`config.mk`:
```
export PLATFORM = sky130hd
export DESIGN_NAME = full_add_4
export DESIGN_NICKNAME = d
export VERILOG_FILES = /design/src/rtl/full_add_4.sv
export SDC_FILE = /design/constraint.sdc
export NUM_CORES = 1
export LEC_CHECK = 0
export BUFFER_PORTS_ARGS = -buffer_cell sky130_fd_sc_hd__buf_2
export CORE_AREA = 2 2 39 41
export DETAILED_ROUTE_END_ITERATION = 10
export DIE_AREA = 0 0 41 43
export PLACE_DENSITY = 0.57
export REMOVE_ABC_BUFFERS = 1
export SLEW_MARGIN = 20
export SYNTH_ARGS = -nofsm -noshare
export SYNTH_HDL_FRONTEND = slang
export SYNTH_SLANG_ARGS = --single-unit
```
`constraint.sdc`:
```
create_clock -name clk -period 6.8 [get_ports clk]
set_clock_uncertainty 0.15 [all_clocks]
set_input_delay 1.02 -clock clk [delete_from_list [all_inputs] [get_ports clk]]
set_output_delay 1.02 -clock clk [all_outputs]
set_load 0.05 [all_outputs]
```
`src/rtl/full_add_4.sv`:
```
// Four-bit ripple-carry adder with a combinational result and a registered
// result/valid/status stage. Status flags (zero_q, ovf_q) exist only when
// FULL_ADD_4_STATUS_EN is defined; otherwise they are tied to 0.
module full_add_4 #(
    parameter int WIDTH = 4
) (
    input  logic             clk,
    input  logic             reset,
    input  logic [WIDTH-1:0] a,
    input  logic [WIDTH-1:0] b,
    input  logic             c_in,
    input  logic             en,
    output logic [WIDTH-1:0] sum,
    output logic             c_out,
    output logic [WIDTH-1:0] sum_q,
    output logic             c_out_q,
    output logic             valid_q,
    output logic             zero_q,
    output logic             ovf_q
);

    logic [WIDTH:0] carry;

    assign carry[0] = c_in;

    for (genvar i = 0; i < WIDTH; i++) begin : g_cell
        assign sum[i]     = a[i] ^ b[i] ^ carry[i];
        assign carry[i+1] = (a[i] & b[i]) | (carry[i] & (a[i] ^ b[i]));
    end

    assign c_out = carry[WIDTH];

    // ---- stage p0 -> p1: capture result on en ----
    logic [WIDTH-1:0] sum_p1;
    logic             c_out_p1;
    logic             vld_p1;

    always_ff @(posedge clk or posedge reset) begin
        if (reset) begin
            sum_p1   <= '0;
            c_out_p1 <= 1'b0;
            vld_p1   <= 1'b0;
        end else if (en) begin
            sum_p1   <= sum;
            c_out_p1 <= c_out;
            vld_p1   <= 1'b1;
        end
    end

    assign sum_q   = sum_p1;
    assign c_out_q = c_out_p1;
    assign valid_q = vld_p1;

`ifdef FULL_ADD_4_STATUS_EN
    logic zero_p0;
    logic ovf_p0;
    logic zero_p1;
    logic ovf_p1;

    // Overflow: like-signed operands produce a result of the opposite sign.
    assign zero_p0 = ~|{c_out, sum};
    assign ovf_p0  = (a[WIDTH-1] == b[WIDTH-1]) && (sum[WIDTH-1] != a[WIDTH-1]);

    always_ff @(posedge clk or posedge reset) begin
        if (reset) begin
            zero_p1 <= 1'b0;
            ovf_p1  <= 1'b0;
        end else if (en) begin
            zero_p1 <= zero_p0;
            ovf_p1  <= ovf_p0;
        end
    end

    assign zero_q = zero_p1;
    assign ovf_q  = ovf_p1;
`else
    assign zero_q = 1'b0;
    assign ovf_q  = 1'b0;
`endif

endmodule

```
==> impl_metrics.py <==
metrics = {
    "run_status": {
        "run_status": "finished, final reports clean",
    },
    "route": {
        "num_vias": 263,
        "dr.max_layer_used": "met4",
        "drtIter0Drc": 2,
        "drt_wl_total_um": 627,
        "met1Wirelength_um": 249,
        "wl_per_cell_um": 8.831,
        "wl_met2_um": 303,
        "drt_first_pass_iters": 3,
        "drcViolationCount": 0,
        "viasPerCell": 3.704,
        "ant_nets": 0,
        "wl_met3_um": 54,
    },
    "sta": {
        "hold_violations": 0,
        "tns_ns": 0,
        "max_freq_mhz": 242.2,
        "slew_viol_final": 0,
        "post-route-min-period_ns": 4.129,
        "rsz0062_at_grt": "false",
        "min_period_over_period_pct": 60.72,
        "setup_violations": 0,
    },
    "global_route": {
        "grt_antenna_before_repair": 0,
        "grt_pass1_vias": 247,
        "grt_pass1_wl_um": 1007,
        "overflow": 0,
        "track_usage_pct": 9.480,
        "grt_max_degree": 8,
    },
    "synthesis": {
        "synth_warnings": 0,
        "synthDistinctLibCells": 10,
        "ys_seq_area_share_pct": 39.87,
        "syn_inst": 32,
        "netlist_area_um2": 376.6,
        "ys_seq_elements": 6,
        "synth.avg_cell_area_um2": 11.77,
    },
    "setup_path": {
        "rr_startpoint": "valid_q",
        "arrival_ns": 2.96,
        "crit_path_start": "a[0]",
        "worstSetupPathType": "input port to output port",
        "worst-path-max-fanout": 2,
        "critPathLaunchType": "input port",
        "required_ns": 5.63,
        "endpoint_kind": "output port",
    },
    "power": {
        "p_sw_mw": 0.06957,
        "ir_drop_mv": 0.09085,
        "total_power_mw": 0.1513,
        "p_leak_nw": 0.2965,
        "pwr-share-comb_pct": 49.1,
        "internal-power_mw": 0.08169,
        "p_clk_share_pct": 21.2,
        "powerDensity_nw_per_um2": 298.5,
        "p_sw_share_pct": 45.99,
        "p_seq_share_pct": 29.7,
    },
    "die": {
        "coreArea_um2": 1384,
        "die-height_um": 43,
        "die_w_um": 41,
        "die_area_um2": 1763,
        "io_pins": 25,
        "initial_core_util_pct": 27.22,
        "num_rows": 14,
    },
    "worst_hold_path": {
        "min_path_type": "register to register",
        "hp-start": "valid_q",
    },
    "cells_and_area": {
        "drive_gt1_share_pct": 54.55,
        "insertedDiodeCount": 0,
        "mostFrequentLayoutCells": "buf_2, inv_1, dfrtp_1",
        "areaGrowthSynthToFinish_pct": 34.55,
        "final_nets": 73,
        "final_common_cell": "buf_2",
    },
    "cts": {
        "h-tree-depth": 1,
        "numCtsBuffers": 3,
        "cts_tree": "built",
        "clock_latency_ns": 0.24,
        "clock_path_buffers": 2,
        "clk_pin_slew_ns": 0.04,
        "cts_hold_buffers": 0,
        "cts.sinks": 6,
        "root_buffer": "clkbuf_4",
        "cts.repair.resized": 0,
        "post_cts_buffers": 0,
    },
    "job": {
        "cap_violations": 0,
    },
    "placement": {
        "io_buffers": 22,
        "routabilityCongestion": 0.6077,
    },
}
## through the flow
| step | cell area (µm²) | instances | utilization (%) | setup slack [ns] | hold slack (ns) |
|---|---|---|---|---|---|
| final | 506.7 | 71 | 36.62 | 2.671 | 0.3047 |
| after global routing | 506.7 | 71 | 36.62 | 2.547 | 0.3411 |
| after CTS | 506.7 | 71 | 36.62 | 2.651 | 0.3129 |
| after detailed placement | 484.2 | 68 | 34.99 | 2.654 | 0.3028 |
| after global placement | 484.2 | 68 | 34.99 | 2.662 | 0.2969 |
| after floorplan | 354.1 | 30 | - | 2.817 | 0.6221 |
## power by group through the flow
| stage | Sequential (mW) | Clock (mW) | Combinational [mW] |
|---|---|---|---|
| after floorplan | 0.0665 | 0 | 0.0376 |
| after global placement | 0.0454 | 0 | 0.0745 |
| after detailed placement | 0.0454 | 0 | 0.0751 |
| after CTS | 0.0449 | 0.0339 | 0.0752 |
| after global routing | 0.0457 | 0.0348 | 0.0784 |
| final | 0.0449 | 0.0321 | 0.0742 |
## flip-flops by register name, summed over array words and instances, names as in the netlist
name / cells
c_out_q: 1
sum_q: 4
valid_q: 1
## critical path, stage by stage
cell and delay, ns:
buf_2 0.11, fa_1 0.41, inv_1 0.08, fa_1 0.15, inv_1 0.05, fa_1 0.34, inv_1 0.07, fa_1 0.40
inv_1 0.08, buf_2 0.26
## synthesized netlist by cell type
cell type	instances	area share (%)
or2_2	1	1.7
fa_1	4	21
a21oi_1	1	1.3
buf_4	2	4.0
inv_1	11	11
mux2_4	4	16
nor2_1	1	1.0
buf_6	1	3.0
conb_1	1	1.0
dfrtp_1	6	40
## cell type report
class                      count  area (µm²)
clock buffer                   3       22.52
fill                         148       877.1
inverter                      11       41.29
multi-input combinational     13       162.7
sequential                     6       150.1
tap                           16       20.02
timing repair buffer          22       110.1
## routing by layer
metal | GRT usage (%) | vias up
met2 | 11.88 | 14
met1 | 10.47 | 113
met3 | 3.141 | 2
met4 | 12.00 | 0
met5 | 0 | -
li1 | - | 134
## cells by family (layout without fill, tap and decap cells)
| group | after synthesis | after routing | share of synthesized area, % |
|---|---|---|---|
| adder cells (fa/ha/maj) | 4 | 4 | 21.26 |
| AND/OR/NAND/NOR | 2 | 2 | 2.658 |
| multiplexers | 4 | 4 | 15.95 |
| flip-flops | 6 | 6 | 39.87 |
| buffers and inverters | 14 | 36 | 17.94 |
| AO/OA/AOI/OAI | 1 | 1 | 1.328 |
| other | 1 | 2 | 0.9957 |
## path summary, 6_finish.rpt
kind                       endpoint  slack, ns  cells past startpoint
setup / recovery             sum[3]       2.67                     10
hold / removal              valid_q       0.30                      1
setup reg to reg            valid_q       5.89                      1
hold reg to reg             valid_q       0.30                      1
max in group asynchronous  sum_q[3]       5.78                      2
min in group asynchronous  sum_q[2]       0.53                      2
Power figures use the tool's default switching activity.
